$ cat src/rtl/fp_fma_wb_tracker_pkg.sv
// Shared constants for the FMA writeback tracker: datapath widths and FMA pipe depth.
package fp_fma_wb_tracker_pkg;

  localparam int unsigned FPR_RECODED_WIDTH = 65;
  localparam int unsigned FPU_EXC_WIDTH     = 5;
  localparam int unsigned FMA_PIPE_DEPTH    = 4;

  // Register stages between operand presentation and result for a given pipe depth.
  function automatic int unsigned fma_shadow_lat(input int unsigned depth);
    return (depth > 1) ? depth - 1 : 1;
  endfunction

endpackage

$ cat src/rtl/fp_wb_fifo.sv
// Synchronous FIFO with async active-high reset; wrap-bit pointers give full/empty/count.
module fp_wb_fifo #(
  parameter int unsigned WIDTH = 8,
  parameter int unsigned DEPTH = 4,
  localparam int unsigned AW = $clog2(DEPTH),
  localparam int unsigned PW = AW + 1
) (
  input  logic             clk,
  input  logic             reset,
  input  logic             push,
  input  logic [WIDTH-1:0] wdata,
  input  logic             pop,
  output logic [WIDTH-1:0] rdata,
  output logic             empty,
  output logic             full,
  output logic [PW-1:0]    count
);

  localparam int unsigned   AWI  = (AW == 0) ? 1 : AW;
  localparam logic [PW-1:0] WRAP = PW'(1) << AW;

  logic [PW-1:0]    wr_ptr_q, wr_ptr_d;
  logic [PW-1:0]    rd_ptr_q, rd_ptr_d;
  logic [AWI-1:0]   wr_addr, rd_addr;
  logic [WIDTH-1:0] mem_q [DEPTH];

  // A single-entry FIFO has only the wrap bit, so its storage address is constant.
  generate
    if (AW == 0) begin : g_single
      assign wr_addr = '0;
      assign rd_addr = '0;
    end else begin : g_multi
      assign wr_addr = wr_ptr_q[AWI-1:0];
      assign rd_addr = rd_ptr_q[AWI-1:0];
    end
  endgenerate

  always_comb begin
    wr_ptr_d = wr_ptr_q;
    rd_ptr_d = rd_ptr_q;
    if (push) wr_ptr_d = wr_ptr_q + PW'(1);
    if (pop)  rd_ptr_d = rd_ptr_q + PW'(1);
  end

  always_ff @(posedge clk or posedge reset) begin
    if (reset) begin
      wr_ptr_q <= '0;
      rd_ptr_q <= '0;
    end else begin
      wr_ptr_q <= wr_ptr_d;
      rd_ptr_q <= rd_ptr_d;
    end
  end

  always_ff @(posedge clk) begin
    if (push) mem_q[wr_addr] <= wdata;
  end

  assign rdata = mem_q[rd_addr];
  assign empty = (wr_ptr_q == rd_ptr_q);
  assign full  = ((wr_ptr_q ^ rd_ptr_q) == WRAP);
  assign count = wr_ptr_q - rd_ptr_q;

endmodule

$ cat src/rtl/fp_fma_wb_tracker.sv
// Writeback tracker for the fixed-latency FMA pipe: shadows dest tags, buffers results,
// and drives the FPR writeback port with credit backpressure and a per-register pending mask.
module fp_fma_wb_tracker
  import fp_fma_wb_tracker_pkg::*;
#(
  parameter int unsigned PIPE_LAT   = fma_shadow_lat(FMA_PIPE_DEPTH),
  parameter int unsigned TAG_W      = 5,
  parameter int unsigned FIFO_DEPTH = 4,
  parameter int unsigned DATA_W     = FPR_RECODED_WIDTH,
  parameter int unsigned EXC_W      = FPU_EXC_WIDTH
) (
  input  logic                    clk,
  input  logic                    reset,
  input  logic                    issue_val,
  output logic                    issue_rdy,
  input  logic [TAG_W-1:0]        issue_tag,
  input  logic [DATA_W-1:0]       fma_result,
  input  logic [EXC_W-1:0]        fma_exc,
  output logic                    wb_val,
  input  logic                    wb_rdy,
  output logic [TAG_W-1:0]        wb_tag,
  output logic [DATA_W-1:0]       wb_data,
  output logic [EXC_W-1:0]        wb_exc,
  output logic [(2**TAG_W)-1:0]   pending
);

  localparam int unsigned NREG    = 2 ** TAG_W;
  localparam int unsigned ENTRY_W = TAG_W + DATA_W + EXC_W;
  localparam int unsigned CNT_W   = $clog2(FIFO_DEPTH + 1);
  localparam int unsigned FCNT_W  = $clog2(FIFO_DEPTH) + 1;

  logic                  issue_fire;
  logic                  wb_fire;

  logic [PIPE_LAT-1:0]   sh_val_q, sh_val_d;
  logic [TAG_W-1:0]      sh_tag_q [PIPE_LAT];
  logic [TAG_W-1:0]      sh_tag_d [PIPE_LAT];
  logic                  sh_out_val;
  logic [TAG_W-1:0]      sh_out_tag;

  logic [CNT_W-1:0]      count_q, count_d;
  logic [NREG-1:0]       pend_q, pend_d;

  logic                  fifo_push;
  logic                  fifo_pop;
  logic [ENTRY_W-1:0]    fifo_wdata;
  logic [ENTRY_W-1:0]    fifo_head;
  logic                  fifo_empty;
  logic                  fifo_full;
  logic [FCNT_W-1:0]     fifo_count;

  // Credits cover every op in the shadow plus every buffered result, so issue never outruns the FIFO.
  assign issue_rdy  = (count_q < CNT_W'(FIFO_DEPTH));
  assign issue_fire = issue_val & issue_rdy;
  assign wb_fire    = wb_val & wb_rdy;

  assign sh_out_val = sh_val_q[PIPE_LAT-1];
  assign sh_out_tag = sh_tag_q[PIPE_LAT-1];

  always_comb begin
    sh_val_d    = sh_val_q;
    sh_val_d[0] = issue_fire;
    sh_tag_d[0] = issue_tag;
    for (int i = 1; i < PIPE_LAT; i++) begin
      sh_val_d[i] = sh_val_q[i-1];
      sh_tag_d[i] = sh_tag_q[i-1];
    end
  end

  // A result may bypass the FIFO only when nothing older is waiting ahead of it.
  always_comb begin
    wb_val    = 1'b0;
    wb_tag    = '0;
    wb_data   = '0;
    wb_exc    = '0;
    fifo_push = 1'b0;
    fifo_pop  = 1'b0;
    if (!fifo_empty) begin
      wb_val                     = 1'b1;
      {wb_tag, wb_data, wb_exc}  = fifo_head;
      fifo_pop                   = wb_rdy;
      fifo_push                  = sh_out_val;
    end else if (sh_out_val) begin
      wb_val    = 1'b1;
      wb_tag    = sh_out_tag;
      wb_data   = fma_result;
      wb_exc    = fma_exc;
      fifo_push = ~wb_rdy;
    end
  end

  assign fifo_wdata = {sh_out_tag, fma_result, fma_exc};

  always_comb begin
    count_d = count_q;
    if (issue_fire && !wb_fire) begin
      count_d = count_q + CNT_W'(1);
    end else if (!issue_fire && wb_fire) begin
      count_d = count_q - CNT_W'(1);
    end
  end

  // Set is applied after clear so a same-cycle retire and reissue of one register stays pending.
  always_comb begin
    pend_d = pend_q;
    if (wb_fire)    pend_d = pend_d & ~(NREG'(1) << wb_tag);
    if (issue_fire) pend_d = pend_d | (NREG'(1) << issue_tag);
  end

  always_ff @(posedge clk or posedge reset) begin
    if (reset) begin
      sh_val_q <= '0;
      for (int i = 0; i < PIPE_LAT; i++) sh_tag_q[i] <= '0;
      count_q  <= '0;
      pend_q   <= '0;
    end else begin
      sh_val_q <= sh_val_d;
      for (int i = 0; i < PIPE_LAT; i++) sh_tag_q[i] <= sh_tag_d[i];
      count_q  <= count_d;
      pend_q   <= pend_d;
    end
  end

  assign pending = pend_q;

  fp_wb_fifo #(
    .WIDTH (ENTRY_W),
    .DEPTH (FIFO_DEPTH)
  ) u_fifo (
    .clk   (clk),
    .reset (reset),
    .push  (fifo_push),
    .wdata (fifo_wdata),
    .pop   (fifo_pop),
    .rdata (fifo_head),
    .empty (fifo_empty),
    .full  (fifo_full),
    .count (fifo_count)
  );

  // Simulation-only protocol and invariant checks.
  always @(posedge clk) begin
    if (!reset) begin
      assert (!(fifo_push && fifo_full))
        else $error("wb fifo overflow attempt");
      assert (!(issue_fire && pend_q[issue_tag] && !(wb_fire && (wb_tag == issue_tag))))
        else $error("WAW issue to pending register %0d", issue_tag);
      assert (32'(count_q) == 32'($countones(sh_val_q)) + 32'(fifo_count))
        else $error("credit count out of step with shadow and fifo occupancy");
    end
  end

endmodule
$ cat config.mk
export PLATFORM = sky130hd
export DESIGN_NAME = fp_fma_wb_tracker
export DESIGN_NICKNAME = d
export VERILOG_FILES = /design/src/rtl/fp_fma_wb_tracker_pkg.sv /design/src/rtl/fp_wb_fifo.sv /design/src/rtl/fp_fma_wb_tracker.sv
export SDC_FILE = /design/constraint.sdc
export NUM_CORES = 1
export LEC_CHECK = 0
export ABC_AREA = 1
export BUFFER_PORTS_ARGS = -buffer_cell sky130_fd_sc_hd__buf_2
export CORE_AREA = 2 2 186 188
export CTS_BUF_LIST = sky130_fd_sc_hd__clkbuf_8
export DETAILED_ROUTE_END_ITERATION = 10
export DIE_AREA = 0 0 188 190
export PLACE_DENSITY = 0.67
export RECOVER_POWER = 100
export SYNTH_ARGS = -nofsm -noshare
export SYNTH_HDL_FRONTEND = slang
export SYNTH_SLANG_ARGS = --single-unit
$ cat constraint.sdc
create_clock -name clk -period 6.18 [get_ports clk]
set_input_delay 1.236 -clock clk [delete_from_list [all_inputs] [get_ports clk]]
set_output_delay 1.236 -clock clk [all_outputs]
set_load 0.01 [all_outputs]
==> results of run 1 <==
[critical path, stage by stage (launching register included)]
cell,delay (ns)
dfrtp_4,0.98
inv_4,0.03
nand2_1,0.09
nand2_1,0.19
nand3_4,0.43
o21ai_0,0.55
nor2_1,1.27
buf_2,1.43
[per-layer routing]
layer	track usage [%]	share of wire (%)	up-vias
met3	3.84	7.1	43
met1	27.3	44	5118
met4	4.88	1.4	2
met2	32.2	47	375
met5	0	0.037	-
li1	-	-	5011
[cell usage after synthesis]
master / count
nand2_1: 282
buf_4: 3
nand3_1: 96
clkinv_1: 1
nor3_1: 7
inv_1: 30
xnor2_1: 2
a21oi_1: 2
buf_2: 15
edfxtp_1: 300
nor2_2: 1
o21ai_4: 3
ha_1: 6
nor2_4: 7
dfrtp_1: 59
nor4_1: 4
nand3_4: 1
mux2_2: 1
nand2_4: 3
nor2_1: 156
inv_4: 1
xnor2_4: 1
buf_1: 3
inv_2: 2
nand3_2: 1
nand4_1: 31
xor2_1: 4
o21ai_0: 143
buf_6: 6
clkbuf_1: 55
nand2_2: 12
o22ai_1: 70
fa_1: 1
[cells by family after synthesis]
logic type	count (synthesis)
AOI/OAI and AO/OA	218
adders and majority gates	7
muxes	1
DFF	359
and+or+nand+nor	601
buffers and inverters	116
xor gates and xnor gates	7
[where the power goes]
part | switching [mW] | internal, mW | total [mW]
Sequential | 0.244 | 3.08 | 3.32
Clock | 0.904 | 1.15 | 2.05
Combinational | 2.48 | 0.941 | 3.42
Total | 3.62 | 5.17 | 8.79
[state kept, by name (all words and copies together) (netlist names)]
signal / count
count_q: 3
u_fifo.mem_q: 300
u_fifo.wr_ptr_q: 3
sh_out_tag: 5
pending: 32
sh_tag_d: 10
sh_val_q: 3
u_fifo.rd_ptr_q: 3
[through the flow]
| step | hold slack [ns] | utilization [%] | power, mW | std cells | instance area [sq um] |
|---|---|---|---|---|---|
| 2_1_floorplan | 0.331 | - | 5.72 | 1309 | 15000 |
| 3_3_place_gp | 0.332 | 47.9 | 6.94 | 1882 | 16300 |
| 3_5_place_dp | 0.335 | 47.9 | 6.99 | 1882 | 16300 |
| 4_1_cts | 0.326 | 51.4 | 9.06 | 1987 | 17400 |
| 5_1_grt | 0.331 | 50.4 | 9.43 | 1988 | 17100 |
| 6_report | 0.329 | 50.4 | 8.79 | 1988 | 17100 |
[cell type report]
| class | instances | area (sq um) | area share [%] |
|---|---|---|---|
| Sequential cell | 359 | 10500 | 61.3 |
| Inverter | 34 | 130 | 0.760 |
| Clock inverter | 42 | 313 | 1.83 |
| Timing Repair Buffer | 200 | 793 | 4.63 |
| Clock buffer | 63 | 867 | 5.07 |
| Antenna cell | 1 | 2.50 | 0.0146 |
| Multi-Input combinational cell | 834 | 3950 | 23.1 |
| Tap cell | 455 | 569 | 3.33 |
[final timing paths]
check | startpoint | endpoint | slack [ns] | cells past startpoint
worst min register to register | sh_val_q[0] | sh_val_q[1] | 0.33 | 0
min in group asynchronous | reset | pending[22] | 1.86 | 3
worst max-delay path | u_fifo.rd_ptr_q[0] | u_fifo.mem_q[3][38] | 0.70 | 7
worst min-delay path | sh_val_q[0] | sh_val_q[1] | 0.33 | 0
max in group asynchronous | reset | u_fifo.rd_ptr_q[0] | 2.05 | 3
worst max register to register | u_fifo.rd_ptr_q[0] | u_fifo.mem_q[3][38] | 0.70 | 7
==> results.py, run 1 <==
metrics = {
    "sta": {
        "fin_crit_sh_pct": 88.7,
        "maxSlewHeadroom_pct": -114,
        "hold_violations": 0,
        "final-setup-viol-count": 0,
        "worst_slew_pin_slew_ns": 3.21,
        "max_freq_ghz": 0.183,
        "setup_slack_ns": 0.701,
        "finalSetupTns_ns": 0,
        "slew_violations": 399,
        "rsz0062_at_grt": "false",
        "period_needed_ns": 5.48,
        "skew_ns": 0.0351,
    },
    "layout": {
        "fill_cells": 3101,
        "synthToLayoutAreaGrowth_pct": 14.1,
        "drive_gt1_share_pct": 8.49,
        "final_cell_mix": "edfxtp_1, nand2_1, clkbuf_1, nor2_1, o21ai_0",
        "final_common_cell": "edfxtp_1",
        "fin_nets": 1573,
    },
    "die": {
        "num_rows": 68,
        "start_util_pct": 44.2,
        "fp.dieW_um": 188,
        "core-area_sq_mm": 0.0339,
        "die-area_sq_mm": 0.0357,
        "pin_count": 188,
        "die_h_um": 190,
    },
    "route": {
        "num_vias": 10500,
        "viasPerCell": 5.31,
        "wl_um": 35100,
        "drtIter0Drc": 746,
        "detail_route.wl_per_cell_um": 17.7,
        "drtAntennaViolNets": 0,
        "first_pass_iters": 5,
        "drc_errors": 0,
    },
    "power_and_ir_drop": {
        "vdd_drop_max_mv": 0.343,
        "power_density_mw_per_mm2": 514,
        "p_leak_nw": 6.35,
    },
    "worst_setup_path": {
        "critical_path_class": "register to register",
        "crit_path_end_kind": "register",
        "crit_path_max_fanout": 85,
        "critPathRequiredTime_ns": 6.35,
        "cp_data_arrival_time_ns": 5.65,
        "cp-start-kind": "register",
    },
    "global_route": {
        "antenna_found_initial": 2,
        "grt_pass1_vias": 10300,
        "grt_pass1_wl_um": 55700,
        "grtUsageTotal_pct": 19.7,
        "grt_max_degree": 86,
        "grt_overflow": 0,
    },
    "synthesis": {
        "synthMuxAreaShare_pct": 0.0751,
        "yosysTopAreaCell": "edfxtp_1",
        "synth.avg_cell_area_sq_um": 11.5,
        "synthesis.area_sq_mm": 0.0150,
        "syn-num-nets": 1395,
        "ys_seq_area_share_pct": 69.9,
        "synthSimpleGateAreaFrac_pct": 17.3,
        "synth_area_leaders": "edfxtp_1, dfrtp_1, nand2_1",
        "synth_top_family_by_area": "simple AND/OR/NAND/NOR gates",
        "synthCells": 1309,
        "synth_cell_types": 33,
        "yosysWarningCount": 0,
        "synth_top_area_share_pct": 60.1,
        "synth_xor_area_share_pct": 0.534,
        "ys_seq_elements": 359,
        "synth-adder-area-share_pct": 0.634,
        "synth-compound-area-share_pct": 8.08,
    },
    "cts": {
        "clock_sinks": 359,
        "worstSkewPairLatency_ns": 0.60,
        "cts_root_buf": "clkbuf_8",
        "post-cts-setup-buffers": 0,
        "ctsResizeCount": 0,
        "cts_buffers": 58,
        "tritoncts": "built",
        "cts_buffer_depth": 3,
        "htreeDepth": 2,
        "ctsHoldBuffers": 0,
        "clk_pin_slew_worst_paths_ns": 0.06,
    },
    "placed_design": {
        "post-place-ws_ns": 1.65,
        "finalWeightedCongestion": 0.807,
        "dp_hpwl_um": 19700,
        "port_buffers": 187,
    },
    "worst_hold_path": {
        "worstHoldPathType": "register to register",
    },
    "job": {
        "maxCapViolCount": 6,
    },
    "outcome": {
        "violations": "capacitance limit, slew limit",
        "status": "finished with violations",
    },
}
Note: power is estimated with default switching activity, not from simulation.
==> run 2: changes to the inputs <==
--- a/config.mk
+++ b/config.mk
@@ -5,13 +5,14 @@
 export SDC_FILE = /design/constraint.sdc
 export NUM_CORES = 1
 export LEC_CHECK = 0
-export ABC_AREA = 1
 export BUFFER_PORTS_ARGS = -buffer_cell sky130_fd_sc_hd__buf_2
-export CORE_AREA = 2 2 186 188
+export CELL_PAD_IN_SITES_DETAIL_PLACEMENT = 1
+export CELL_PAD_IN_SITES_GLOBAL_PLACEMENT = 2
+export CORE_AREA = 2 2 197 199
 export CTS_BUF_LIST = sky130_fd_sc_hd__clkbuf_8
 export DETAILED_ROUTE_END_ITERATION = 10
-export DIE_AREA = 0 0 188 190
-export PLACE_DENSITY = 0.67
+export DIE_AREA = 0 0 199 201
+export PLACE_DENSITY = 0.8
 export RECOVER_POWER = 100
 export SYNTH_ARGS = -nofsm -noshare
 export SYNTH_HDL_FRONTEND = slang
==> constraint.sdc (replaced) <==
create_clock -name clk -period 4.7 [get_ports clk]
set_input_delay 0.94 -clock clk [delete_from_list [all_inputs] [get_ports clk]]
set_output_delay 0.94 -clock clk [all_outputs]
set_load 0.01 [all_outputs]
==> run 2 against run 1 <==
First-iteration DRC count decreased by 46%. The flow still finishes with violations (capacitance limit, slew limit). Synthesized area decreased by 2.8%. Global-route usage decreased by 1.5 points. Clock power increased by 27%. Non-clock buffer count increased by 2. Synthesized cell count decreased by 32%. Final area decreased by 0.73%. Clock-buffer cell count increased by 4.
==> results.py, run 2 <==
metrics = {
    "placed_design": {
        "finalWeightedCongestion": 0.761,
        "port_buffers": 187,
        "placedCellCount": 1558,
        "post-place-ws_ns": 1.40,
        "dp_hpwl_um": 22200,
    },
    "outcome": {
        "status": "finished with violations",
        "violations": "capacitance limit, slew limit",
    },
    "layout": {
        "synthToLayoutAreaGrowth_pct": 16.6,
        "final_cell_mix": "edfxtp_1, clkbuf_1, nand2_1, nand3_1, mux4_2",
        "multi_input_area_sq_mm": 0.00378,
        "final_common_cell": "edfxtp_1",
        "instances_no_fill": 1665,
        "largest-register": "u_fifo.mem_q",
        "fin_nets": 1186,
        "post-route-util_pct": 44.6,
        "fill_cells": 3952,
        "largest_reg_flops": 300,
        "drive_gt1_share_pct": 16.2,
        "final-seq-area_sq_mm": 0.0105,
    },
    "worst_hold_path": {
        "hold_path_depth": 0,
        "worstHoldPathType": "register to register",
        "hold_path_end": "sh_tag_d[4]",
        "min_from": "sh_tag_d[9]",
    },
    "sta": {
        "slew_violations": 69,
        "skew_ns": 0.0195,
        "rsz0062_at_grt": "false",
        "hold_violations": 0,
        "worst_slew_pin_slew_ns": 2.15,
        "maxSlewHeadroom_pct": -44.5,
        "finalSetupTns_ns": 0,
        "final-setup-viol-count": 0,
        "setup_slack_ns": 0.630,
        "period_needed_ns": 4.07,
        "max_freq_ghz": 0.246,
        "fin_crit_sh_pct": 86.6,
    },
    "die": {
        "start_util_pct": 38.3,
        "pin_count": 188,
        "die_h_um": 201,
        "die-area_sq_mm": 0.0400,
        "num_rows": 72,
        "core-area_sq_mm": 0.0381,
        "fp.dieW_um": 199,
    },
    "worst_setup_path": {
        "r2r_slack_ns": 0.80,
        "critPathRequiredTime_ns": 3.76,
        "reg2reg_depth": 6,
        "crit_slowest_cell": "dfrtp_4",
        "crit_family": "flip-flops",
        "crit_chain": "xnor2_1, nand3_4, buf_12, nand2_1, nand2_1, clkbuf_1",
        "r2r-end": "u_fifo.mem_q[3][6]",
        "crit_path_end_kind": "output port",
        "critical_path_class": "register to output port",
        "cp_data_arrival_time_ns": 3.13,
        "path_buf_inv": 2,
        "crit_path_frequent_cell": "nand2_1",
        "cpPeakStageDelay_ns": 0.70,
        "crit_path_max_fanout": 56,
        "r2r_start": "u_fifo.rd_ptr_q[0]",
        "cp-start-kind": "register",
    },
    "cts": {
        "htreeDepth": 2,
        "ctsHoldBuffers": 0,
        "post-cts-setup-buffers": 0,
        "clk_pin_slew_worst_paths_ns": 0.06,
        "tritoncts": "built",
        "cts_buffers": 58,
        "worstSkewPairLatency_ns": 0.62,
        "cts_buffer_depth": 3,
        "ctsResizeCount": 0,
        "clock_sinks": 359,
        "cts_root_buf": "clkbuf_8",
    },
    "synthesis": {
        "post-synth-top-count-cell": "edfxtp_1",
        "synthCells": 885,
        "synth_cell_types": 47,
        "synth_area_leaders": "edfxtp_1, mux4_2, dfrtp_1",
        "synth.avg_cell_area_sq_um": 16.5,
        "ys_seq_area_share_pct": 71.9,
        "syn-num-nets": 971,
        "yosysWarningCount": 0,
        "ys_top_cells_by_count": "edfxtp_1, nand2_1, nand3_1",
        "synth_edf_count": 300,
        "synthesis.area_sq_mm": 0.0146,
        "yosysTopAreaCell": "edfxtp_1",
        "ys.flop_type": "edfxtp_1",
        "synth_top_area_share_pct": 61.8,
        "synthArstFlopShare_pct": 16.4,
        "ys_seq_elements": 359,
    },
    "global_route": {
        "grtUsageTotal_pct": 18.2,
        "grt_pass1_wl_um": 55000,
        "grt_overflow": 0,
        "antenna_found_initial": 2,
        "grt_max_degree": 59,
        "grt_pass1_vias": 9342,
    },
    "power_and_ir_drop": {
        "power_density_mw_per_mm2": 677,
        "p_leak_nw": 5.96,
        "vdd_drop_max_mv": 0.338,
    },
    "route": {
        "detail_route.wl_per_cell_um": 21.3,
        "num_vias": 8631,
        "drtAntennaViolNets": 0,
        "drc_errors": 0,
        "viasPerCell": 5.18,
        "wl_um": 35400,
        "first_pass_iters": 5,
        "drtIter0Drc": 400,
    },
    "job": {
        "maxCapViolCount": 3,
    },
}
run 2: layout make-up:
class                      count  area share (%)
sequential                   359            61.8
timing repair buffer         202            5.32
inverter                       9           0.199
clock buffer                  67            5.43
antenna                        2          0.0295
clock inverter                38            1.23
tap                          518            3.81
multi-input combinational    470            22.2
run 2: metrics by stage:
stage	instance area (sq um)	total power [mW]	hold WS [ns]
6_report	17000	11.5	0.345
3_3_place_gp	16200	9.20	0.332
4_1_cts	17300	11.9	0.311
3_5_place_dp	16200	9.29	0.336
5_1_grt	17000	12.2	0.353
2_1_floorplan	14600	7.43	0.331
run 2: how the worst max path moves through the flow:
stage | startpoint | end | slack (ns) | cells after the start
finish | u_fifo.rd_ptr_q[0] | wb_data[58] | 0.63 | 6
global route | u_fifo.rd_ptr_q[0] | wb_data[58] | 0.38 | 6
CTS | u_fifo.rd_ptr_q[0] | wb_data[21] | 0.78 | 5
detailed placement | u_fifo.rd_ptr_q[0] | u_fifo.mem_q[3][38] | 1.40 | 6
global placement | u_fifo.rd_ptr_q[0] | wb_data[21] | 1.48 | 5
floorplan | u_fifo.rd_ptr_q[1] | u_fifo.mem_q[3][0] | 1.16 | 5
run 2: kinds of logic after synthesis:
family	synth area share, %
flops	71.9
simple gates	8.58
compound gates	4.04
mux	11.8
buf+inv	1.84
xor+xnor	1.17
fa+ha+maj	0.652
run 2: routing by layer:
metal,vias up,part of all wire [%],wire [um],track usage [%]
li1,3845,-,-,-
met1,4487,44,15700,25.0
met2,251,49,17200,29.3
met3,48,5.3,1890,3.43
met4,0,1.8,646,5.97
met5,-,0,0,0
run 2: worst register-to-register path: cells and delay by family (launching register included):
family | cells | cell delay (ns)
buf+inv | 2 | 0.60
xor+xnor | 1 | 0.65
flops | 1 | 0.80
simple gates | 2 | 0.86
compound gates | 1 | 0.68
run 2: power breakdown:
part / switching, mW / total [mW] / internal [mW]
sequential: 0.344 / 4.38 / 4.04
clock: 1.20 / 2.60 / 1.40
combinational: 2.90 / 4.51 / 1.61
total: 4.44 / 11.5 / 7.05
==> run 3: changes to the inputs <==
==> constraint.sdc (replaced) <==
create_clock -name clk -period 4.7 [get_ports clk]
set_input_delay 0.47 -clock clk [delete_from_list [all_inputs] [get_ports clk]]
set_output_delay 0.47 -clock clk [all_outputs]
set_load 0.01 [all_outputs]
==> run 3 against run 2 <==
The flow still finishes with violations (capacitance limit, slew limit). Die area unchanged. Flip-flop and latch count is the same. Total power down 1.8%. Largest cell class unchanged. Largest power group unchanged.
==> results.py, run 3 (synthesis gave the netlist of run 2 again) <==
metrics = {
    "outcome": {
        "status": "finished with violations",
        "violations": "capacitance limit, slew limit",
    },
    "layout": {
        "final_cell_mix": "edfxtp_1, clkbuf_1, nand2_1, nand3_1, mux4_2",
        "multi_input_area_sq_mm": 0.00380,
        "design_area_sq_mm": 0.0169,
        "final-seq-area_sq_mm": 0.0105,
        "fill_cells": 3931,
        "largest_reg_flops": 300,
        "antennaDiodeCount": 0,
        "synthToLayoutAreaGrowth_pct": 15.8,
        "drive_gt1_share_pct": 16.0,
        "final_common_cell": "edfxtp_1",
        "instances_no_fill": 1660,
        "largest-register": "u_fifo.mem_q",
        "fin_nets": 1185,
    },
    "global_route": {
        "grt_pass1_wl_um": 54500,
        "antenna_found_initial": 0,
        "grt_pass1_vias": 9337,
        "grtUsageTotal_pct": 17.8,
        "grt_overflow": 0,
        "grt_max_degree": 77,
    },
    "cts": {
        "clock_sinks": 359,
        "cts_buffers": 58,
        "worstSkewPairLatency_ns": 0.59,
        "post-cts-setup-buffers": 0,
        "clk_pin_slew_worst_paths_ns": 0.06,
        "tritoncts": "built",
        "ctsResizeCount": 0,
        "cts_buffer_depth": 3,
        "cts_root_buf": "clkbuf_8",
        "htreeDepth": 2,
    },
    "route": {
        "drc_errors": 0,
        "detail_route.wl_per_cell_um": 20.9,
        "drtIter0Drc": 443,
        "drtAntennaViolNets": 0,
        "wl_um": 34700,
        "num_vias": 8537,
        "first_pass_iters": 5,
        "viasPerCell": 5.14,
    },
    "sta": {
        "max_freq_ghz": 0.250,
        "hold_violations": 0,
        "rsz0062_at_grt": "false",
        "final-setup-viol-count": 0,
        "slew_violations": 100,
        "fin_crit_sh_pct": 85.1,
        "period_needed_ns": 4.00,
        "setup_slack_ns": 0.701,
        "worst_slew_pin_slew_ns": 3.19,
        "hold_slack_ns": 0.148,
        "skew_ns": 0.0201,
        "finalSetupTns_ns": 0,
        "maxSlewHeadroom_pct": -113,
    },
    "die": {
        "die-area_sq_mm": 0.0400,
        "die_h_um": 201,
        "pin_count": 188,
        "core-area_sq_mm": 0.0381,
        "num_rows": 72,
        "fp.dieW_um": 199,
        "start_util_pct": 38.3,
    },
    "power_and_ir_drop": {
        "p_leak_nw": 5.88,
        "power_density_mw_per_mm2": 668,
        "vdd_drop_max_mv": 0.298,
    },
    "job": {
        "maxCapViolCount": 3,
    },
    "worst_setup_path": {
        "cp_data_arrival_time_ns": 3.53,
        "crit_path_max_fanout": 41,
        "critPathRequiredTime_ns": 4.23,
        "crit_path_end_kind": "output port",
        "cp-start-kind": "register",
        "critical_path_class": "register to output port",
    },
    "placed_design": {
        "post-place-ws_ns": 1.23,
        "dp_hpwl_um": 22000,
        "port_buffers": 187,
        "placedCellCount": 1555,
        "finalWeightedCongestion": 0.779,
        "dpl_cell_area_sq_mm": 0.0161,
    },
    "worst_hold_path": {
        "worstHoldPathType": "input port to register",
    },
}
==> run 3: cell types whose count changed in the layout (fill, tap and decap cells not counted), moves of 4 or more <==
| cell | before | now |
|---|---|---|
| clkinv_2 | 2 | 9 |
| clkinv_1 | 6 | 10 |
| inv_1 | 34 | 28 |
| clkbuf_8 | 67 | 59 |
| and2_4 | 4 | 0 |
==> run 3: path summary, 6_finish.rpt <==
kind                               startpoint                   to  slack (ns)  depth (start not counted)
max                        u_fifo.rd_ptr_q[0]          wb_data[40]        0.70                          6
min                              issue_tag[2]          sh_tag_d[7]        0.15                          1
max reg2reg                u_fifo.rd_ptr_q[0]  u_fifo.mem_q[2][21]        0.73                          5
min reg2reg                       sh_tag_d[2]        sh_out_tag[2]        0.35                          0
max in group asynchronous               reset   u_fifo.rd_ptr_q[1]        1.36                          3
min in group asynchronous               reset          pending[28]        1.10                          3
==> run 3: critical path, stage by stage (launching register included) <==
cell	delay [ns]
dfrtp_4	0.71
buf_4	0.46
clkbuf_4	0.82
mux4_2	0.60
nand2_1	0.08
nand2_1	0.09
clkbuf_1	0.14
==> run 3: what timing repair did <==
action	4_1_cts	5_1_grt
endpoints found under the setup margin	0	0
hold buffers	2	0
endpoints found under the hold margin	2	0
==> run 3: final cells by class <==
type / instances / area share, %
sequential: 359 / 62.1
multi-input combinational: 470 / 22.5
timing repair buffer: 201 / 5.07
clock buffer: 59 / 4.81
tap: 518 / 3.84
clock inverter: 44 / 1.43
inverter: 9 / 0.200
==> run 3: through the flow <==
stage | util [%] | power (mW)
2_1_floorplan | - | 7.43
4_1_cts | 45.1 | 11.7
3_3_place_gp | 42.3 | 9.15
6_report | 44.3 | 11.3
3_5_place_dp | 42.3 | 9.23
5_1_grt | 44.3 | 12.0
==> run 3: per-layer routing <==
metal | vias up | share of wire [%] | GRT usage (%)
met5 | - | 0 | 0
met4 | 0 | 2.3 | 5.44
met3 | 64 | 5.9 | 4.05
met2 | 255 | 49 | 29.3
met1 | 4374 | 42 | 23.6
li1 | 3844 | - | -
==> run 3: where the power goes <==
group          total (mW)  internal [mW]  switching (mW)
Combinational        4.44           1.58            2.86
Sequential           4.38           4.05           0.335
Clock                2.46           1.27            1.19
Total                11.3           6.90            4.39
